### src/rtl/fd_result_buffer.sv
// Result FIFO between the fast divider and its consumer; first-word fall-through.
// Optional divide-by-zero event counter enabled by defining FD_DBZ_COUNT_EN.
module fd_result_buffer #(
  parameter int WIDTH = 8,
  parameter int DEPTH = 4
) (
  input  logic                       clock,
  input  logic                       reset,
  input  logic                       in_valid,
  output logic                       in_ready,
  input  logic [WIDTH-1:0]           quotient_in,
  input  logic [WIDTH-1:0]           remainder_in,
  input  logic                       dbz_in,
  output logic                       out_valid,
  input  logic                       out_ready,
  output logic [WIDTH-1:0]           quotient_out,
  output logic [WIDTH-1:0]           remainder_out,
  output logic                       dbz_out,
  output logic [$clog2(DEPTH+1)-1:0] count_out,
  output logic                       full_out,
  output logic                       empty_out
`ifdef FD_DBZ_COUNT_EN
  ,
  input  logic                       dbz_clear_in,
  output logic [7:0]                 dbz_count_out
`endif
);

  localparam int AW = $clog2(DEPTH);
  localparam int CW = $clog2(DEPTH+1);
  localparam int EW = 2*WIDTH + 1;
  localparam logic [CW-1:0] DEPTH_C = CW'(DEPTH);

  logic [EW-1:0] mem [DEPTH];
  logic [AW-1:0] wr_ptr;
  logic [AW-1:0] rd_ptr;
  logic [CW-1:0] count;
  logic          run_q;
  logic          push;
  logic          pop;
  logic [EW-1:0] head;

  assign full_out  = (count == DEPTH_C);
  assign empty_out = (count == '0);
  assign in_ready  = !full_out;
  assign out_valid = !empty_out;
  assign count_out = count;

  // run_q holds pushes off until one full edge after reset release.
  assign push = in_valid && in_ready && run_q;
  assign pop  = out_valid && out_ready;

  always_ff @(posedge clock or negedge reset) begin
    if (!reset) begin
      run_q <= 1'b0;
    end else begin
      run_q <= 1'b1;
    end
  end

  always_ff @(posedge clock) begin
    if (push) begin
      mem[wr_ptr] <= {quotient_in, remainder_in, dbz_in};
    end
  end

  always_ff @(posedge clock or negedge reset) begin
    if (!reset) begin
      wr_ptr <= '0;
      rd_ptr <= '0;
      count  <= '0;
    end else begin
      if (push) wr_ptr <= wr_ptr + AW'(1);
      if (pop)  rd_ptr <= rd_ptr + AW'(1);
      case ({push, pop})
        2'b10:   count <= count + CW'(1);
        2'b01:   count <= count - CW'(1);
        default: count <= count;
      endcase
    end
  end

  always_comb begin
    head = '0;
    if (!empty_out) head = mem[rd_ptr];
  end

  assign quotient_out  = head[EW-1 -: WIDTH];
  assign remainder_out = head[WIDTH:1];
  assign dbz_out       = head[0];

`ifdef FD_DBZ_COUNT_EN
  logic [7:0] dbz_count;

  // Clear takes priority over a same-edge increment; count saturates at 255.
  always_ff @(posedge clock or negedge reset) begin
    if (!reset) begin
      dbz_count <= '0;
    end else if (dbz_clear_in) begin
      dbz_count <= '0;
    end else if (push && dbz_in && dbz_count != 8'hFF) begin
      dbz_count <= dbz_count + 8'd1;
    end
  end

  assign dbz_count_out = dbz_count;
`endif

endmodule

### config.mk
export PLATFORM = sky130hd
export DESIGN_NAME = fd_result_buffer
export DESIGN_NICKNAME = d
export VERILOG_FILES = /design/src/rtl/fd_result_buffer.sv
export SDC_FILE = /design/constraint.sdc
export NUM_CORES = 1
export LEC_CHECK = 0
export BUFFER_PORTS_ARGS = -buffer_cell sky130_fd_sc_hd__buf_2
export CORE_MARGIN = 2
export CORE_UTILIZATION = 60
export CTS_CLUSTER_DIAMETER = 30
export DETAILED_ROUTE_END_ITERATION = 16
export PLACE_DENSITY = 0.84
export SLEW_MARGIN = 40
export SYNTH_ARGS = -nofsm -noshare
export SYNTH_HDL_FRONTEND = slang
export SYNTH_SLANG_ARGS = --single-unit
### constraint.sdc
create_clock -name clock -period 4.3 [get_ports clock]
set_clock_uncertainty 0.1 [all_clocks]
set_input_delay 0.43 -clock clock [delete_from_list [all_inputs] [get_ports clock]]
set_output_delay 0.43 -clock clock [all_outputs]
set_load 0.03 [all_outputs]
==> results.cfg, run 1 <==
[grt]
grt_pass1_vias = 1510
grt_max_degree = 22
grt-ovfl-total = 0
antenna_found_initial = 0
grt_pass1_wl_mm = 7.42
track_usage_pct = 18.9

[cts]
cts_resized = 0
post_cts_buffers = 0
cts_buffers = 9
tritoncts = done
clock-sinks = 76
clockRootBuffer = clkbuf_8
cts_max_level = 3
cts_buffer_depth = 2
path_clk_slew_ps = 80
worstSkewPairLatency_ps = 340

[critical_path]
critPathLaunch = rd_ptr[0]
cp.arrival_ps = 2030
r2r_end = count_out[2]
cp-end-kind = primary output
rr_worst_depth = 8
crit_type = reg2out
r2r_slack_ps = 1890
reg2reg_from = count_out[0]
path_max_fanout = 19
endpoint = quotient_out[1]
startpoint_type = flip-flop
cp_data_required_time_ps = 3770

[die]
ios = 45
initial_utilization_pct = 63.3
fp.dieW_um = 75.3
placementRows = 25
core-area_sq_um = 4820
dieArea_sq_um = 5670
die_y_um = 75.3

[drt]
drcViolationCount = 0
viasPerCell = 5.29
dr.pass1.iters = 5
wl_per_cell_um = 17.7
vias = 1433
ant_nets = 0
first_iter_violations = 47
wirelength_mm = 4.81

[logic_synthesis]
syn-cell-area_sq_um = 3050
ys_warn_count = 0
syn_inst = 150
synth_cell_type_count = 22
avgSynthCellArea_sq_um = 20.3
synth-seq-area-share_pct = 73.6
synth.net_count = 177
ys_ff_latch = 76

[final_layout]
fillers = 308
drive_above_1_share_pct = 42.2
nets = 226
diodes = 0
final_util_pct = 73.4
area_growth_pct = 15.9

[timing]
relSlewSlack_pct = 59.3
tightest_slew_ps = 610
final-setup-viol-count = 0
whs_ps = 198
tns_ps = 0
slew_viol_final = 0
fmax_ghz = 0.391
rsz0062_at_grt = no
hold_viol_final = 0
min_period_ps = 2560
period_share_pct = 59.5

[power_and_ir_drop]
p_per_area_nw_per_um2 = 713
ir_drop_mv = 0.471
p_leak_nw = 1.30

[min_path]
holdCritPathClass = in2reg
worst_hold_startpoint = dbz_in

[job]
max_cap_violations = 0

[placement]
port-buffer-count = 44
gp_congestion = 0.681
dp_hpwl_mm = 2.99

[outcome]
status = finished, final reports clean
==> per-stage QoR <==
step           instances  total power [mW]  setup slack [ps]  area (sq um)
6_report             271              2.52              1740          3530
5_1_grt              271              2.64              1600          3530
4_1_cts              271              2.55              1680          3530
3_5_place_dp         254              1.97              1860          3310
3_3_place_gp         254              1.94              1690          3300
2_1_floorplan        150              1.75              1780          3050
==> cell families (layout without fill, tap and decap cells) <==
kind of cell | Yosys count | in the layout | synth area share [%]
xor gates and xnor gates | 6 | 6 | 1.72
adders and majority gates | 6 | 6 | 2.71
buffers and inverters | 15 | 69 | 2.55
DFF | 76 | 76 | 73.6
muxes | 19 | 19 | 13.4
other | 1 | 1 | 0.123
and+or+nand+nor | 27 | 27 | 5.95
==> critical path: stages, from the launching register on <==
cell and delay (ps):
dfrtp_2 770, mux4_2 580, and2_1 170, buf_2 170
==> final cells by class <==
cell class | instances | area [sq um] | area share (%)
sequential | 76 | 2240 | 63.5
multi-input combinational | 59 | 728 | 20.6
timing repair buffer | 45 | 230 | 6.52
clock buffer | 10 | 128 | 3.61
clock inverter | 6 | 88.8 | 2.51
tap | 67 | 83.8 | 2.37
inverter | 8 | 30.0 | 0.850
==> layer usage <==
layer	GRT usage (%)	wire length, um
met4	8.19	73
met3	3.88	218
met5	0	0
met1	23.2	1970
met2	32.7	2550
==> cells in the final DEF (no fill, tap or decap), types with 2 or more instances in the layout <==
cell type | synthesis | final
edfxtp_1 | 68 | 68
buf_2 | 2 | 44
and2_1 | 18 | 18
mux4_2 | 17 | 17
clkbuf_8 | 0 | 9
inv_1 | 8 | 8
dfrtp_1 | 8 | 6
ha_1 | 5 | 5
and2_2 | 4 | 4
xnor2_1 | 3 | 3
xor2_1 | 3 | 3
clkinvlp_4 | 0 | 2
bufinv_16 | 0 | 2
dfrtp_2 | 0 | 2
==> state kept, by name, indices dropped and copies added (netlist names) <==
| name | count |
|---|---|
| count_out | 3 |
| mem | 68 |
| rd_ptr | 2 |
| run_q | 1 |
| wr_ptr | 2 |
==> how the worst min path moves through the flow <==
stage	to	slack [ps]	cells past startpoint
3_5_place_dp	wr_ptr[1]	190	1
6_report	mem[2][0]	200	1
3_3_place_gp	wr_ptr[0]	180	1
4_1_cts	mem[1][0]	190	1
5_1_grt	mem[3][5]	200	1
2_1_floorplan	count_out[0]	30	0
==> repair_timing <==
| item | in CTS | in global routing |
|---|---|---|
| hold endpoints to repair | 8 | 0 |
| endpoints found under the setup margin | 0 | 0 |
| hold buffers | 1 | 0 |
==> cells in the mapped netlist <==
| cell | instances | area (sq um) |
|---|---|---|
| and3_4 | 1 | 11.3 |
| dfrtp_1 | 8 | 200 |
| edfxtp_1 | 68 | 2040 |
| xnor2_1 | 3 | 26.3 |
| nor2_1 | 1 | 3.75 |
| inv_1 | 8 | 30.0 |
| mux2_4 | 1 | 15.0 |
| clkbuf_1 | 2 | 7.51 |
| and2_1 | 18 | 113 |
| ha_1 | 5 | 62.6 |
| or3_2 | 1 | 7.51 |
| conb_1 | 1 | 3.75 |
| mux4_2 | 17 | 383 |
| mux2i_1 | 1 | 10.0 |
| nand3_1 | 1 | 5.00 |
| and2_2 | 4 | 30.0 |
| buf_2 | 2 | 10.0 |
| buf_6 | 2 | 22.5 |
| buf_4 | 1 | 7.51 |
| xor2_1 | 3 | 26.3 |
| or3b_4 | 1 | 11.3 |
| fa_1 | 1 | 20.0 |
==> power by group <==
group / internal [mW] / leakage, nW / switching (mW) / total, mW
clock: 0.327 / 0.102 / 0.253 / 0.579
sequential: 0.916 / 0.708 / 0.124 / 1.04
combinational: 0.380 / 0.488 / 0.520 / 0.901
No activity file was read; power rests on OpenSTA's default activity.
==> inputs of run 2 (changes only) <==
Settings changed: CORE_UTILIZATION 60 to 50, PLACE_DENSITY 0.84 to 0.75.
Clock period 4.3 ns to 2.3 ns, I/O delays scaled along.
==> results.cfg, run 2 (synthesis results as in run 1) <==
[grt]
grt_pass1_wl_mm = 8.05
track_usage_pct = 17.4
grt_pass1_vias = 1634
grt-ovfl-total = 0
antenna_found_initial = 0
grt_max_degree = 21

[critical_path]
cpPeakStageDelay_ps = 430
crit_type = reg2reg
startpoint_type = flip-flop
slowest_stage = dfrtp_2
path_cells = or3b_4, and3_4, inv_4, ha_4, inv_2, fa_2, xor2_1, nor2_1, xor2_1
crit_family = simple AND/OR/NAND/NOR gates
worst-path-buf-inv = 2
crit_top_cell = xor2_1
cp_data_required_time_ps = 2460
path_max_fanout = 7
cp.arrival_ps = 2380
cp-end-kind = flip-flop

[final_layout]
max_flop_register = mem
largest_register_ffs = 68
final_cell_mix = edfxtp_1, buf_2, and2_1
final_common_cell = edfxtp_1
ff_latch_area_sq_um = 2250
final_cells = 295
fillers = 437
final_util_pct = 62.4
area_growth_pct = 21.3
nets = 243
diodes = 0
drive_above_1_share_pct = 42.7
multi_input_area_sq_um = 743

[timing]
min_period_ps = 2220
whs_ps = 12.9
fin_ws_ps = 82.1
hold_viol_final = 0
fmax_ghz = 0.451
final-setup-viol-count = 0
slew_viol_final = 0
rsz0062_at_grt = no
period_share_pct = 96.4

[power_and_ir_drop]
p_switching_mw = 1.70
power.internal_mw = 3.02
switching_share_pct = 36.1
p_leak_nw = 1.37
ir_drop_mv = 1.02
p_per_area_nw_per_um2 = 1280
finalPower_mw = 4.72
p_clk_share_pct = 19.7
p_seq_share_pct = 38.4
p_comb_share_pct = 41.9

[placement]
dp_hpwl_mm = 3.29
dp_cells = 265
port-buffer-count = 44
pre_cts_slack_ps = 80.1
gp_congestion = 0.703

[drt]
dr.pass1.iters = 4
first_iter_violations = 68
wl_per_cell_um = 17.9
ant_nets = 0
vias = 1534
viasPerCell = 5.20
wirelength_mm = 5.29
drcViolationCount = 0

[cts]
clock-sinks = 76
cts_buffers = 9
worstSkewPairLatency_ps = 340
cts_buffer_depth = 2
cts_max_level = 3
path_clk_slew_ps = 70
tritoncts = done
clockRootBuffer = clkbuf_8

[die]
placementRows = 28
core-area_sq_um = 5920
dieArea_sq_um = 6740
fp.dieW_um = 82.1
ios = 45
initial_utilization_pct = 51.5
die_y_um = 82.1

[min_path]
holdCritPathClass = in2reg

[outcome]
status = finished, final reports clean

[job]
max_cap_violations = 0
[run 2: worst register-to-register path: cells and delay by family, from the launching register on]
family / cells / cell delay, ps
and+or+nand+nor: 3 / 710
DFF: 1 / 430
buffers and inverters: 2 / 100
xor gates and xnor gates: 2 / 310
adders and majority gates: 2 / 480
[run 2: power groups by stage]
stage / Combinational [mW] / Clock (mW) / Sequential (mW)
final: 1.98 / 0.932 / 1.81
after global routing: 2.13 / 1.01 / 1.83
after CTS: 1.98 / 0.954 / 1.82
after detailed placement: 1.96 / 0 / 1.85
after global placement: 1.90 / 0 / 1.82
after floorplan: 1.43 / 0 / 1.86
[run 2: worst paths after layout]
path,startpoint,to,slack [ps],cells past startpoint
setup / recovery,count_out[1],count_out[2],80,9
hold / removal,remainder_in[4],mem[3][5],10,1
setup reg to reg,count_out[1],count_out[2],80,9
hold reg to reg,rd_ptr[1],rd_ptr[1],370,1
max in group asynchronous,reset,count_out[0],1760,2
min in group asynchronous,reset,count_out[2],150,2
[run 2: through the flow]
step	cell area [sq um]	TNS, ps
floorplan	3070	-70.5
global placement	3370	0
detailed placement	3370	0
finish	3700	0
CTS	3680	0
global route	3700	0
[run 2: area by class of cell]
cell class | instances | area share (%)
clock buffer | 9 | 3.35
inverter | 8 | 0.880
tap | 75 | 2.54
sequential | 76 | 60.8
clock inverter | 6 | 1.52
timing repair buffer | 62 | 10.8
multi-input combinational | 59 | 20.1
[run 2: repair_timing]
action	in CTS	in global routing
hold buffers	13	0
resized for setup	0	0
endpoints found under the hold margin	50	0
setup endpoints to repair	0	1
setup buffers	0	2
[run 2: layer usage]
layer | vias to the layer above | global-route usage [%] | routed length, um
met2 | 41 | 30.3 | 2840
met3 | 5 | 4.95 | 252
met1 | 788 | 19.3 | 2140
met5 | - | 0 | 0
li1 | 700 | - | -
met4 | 0 | 9.33 | 46
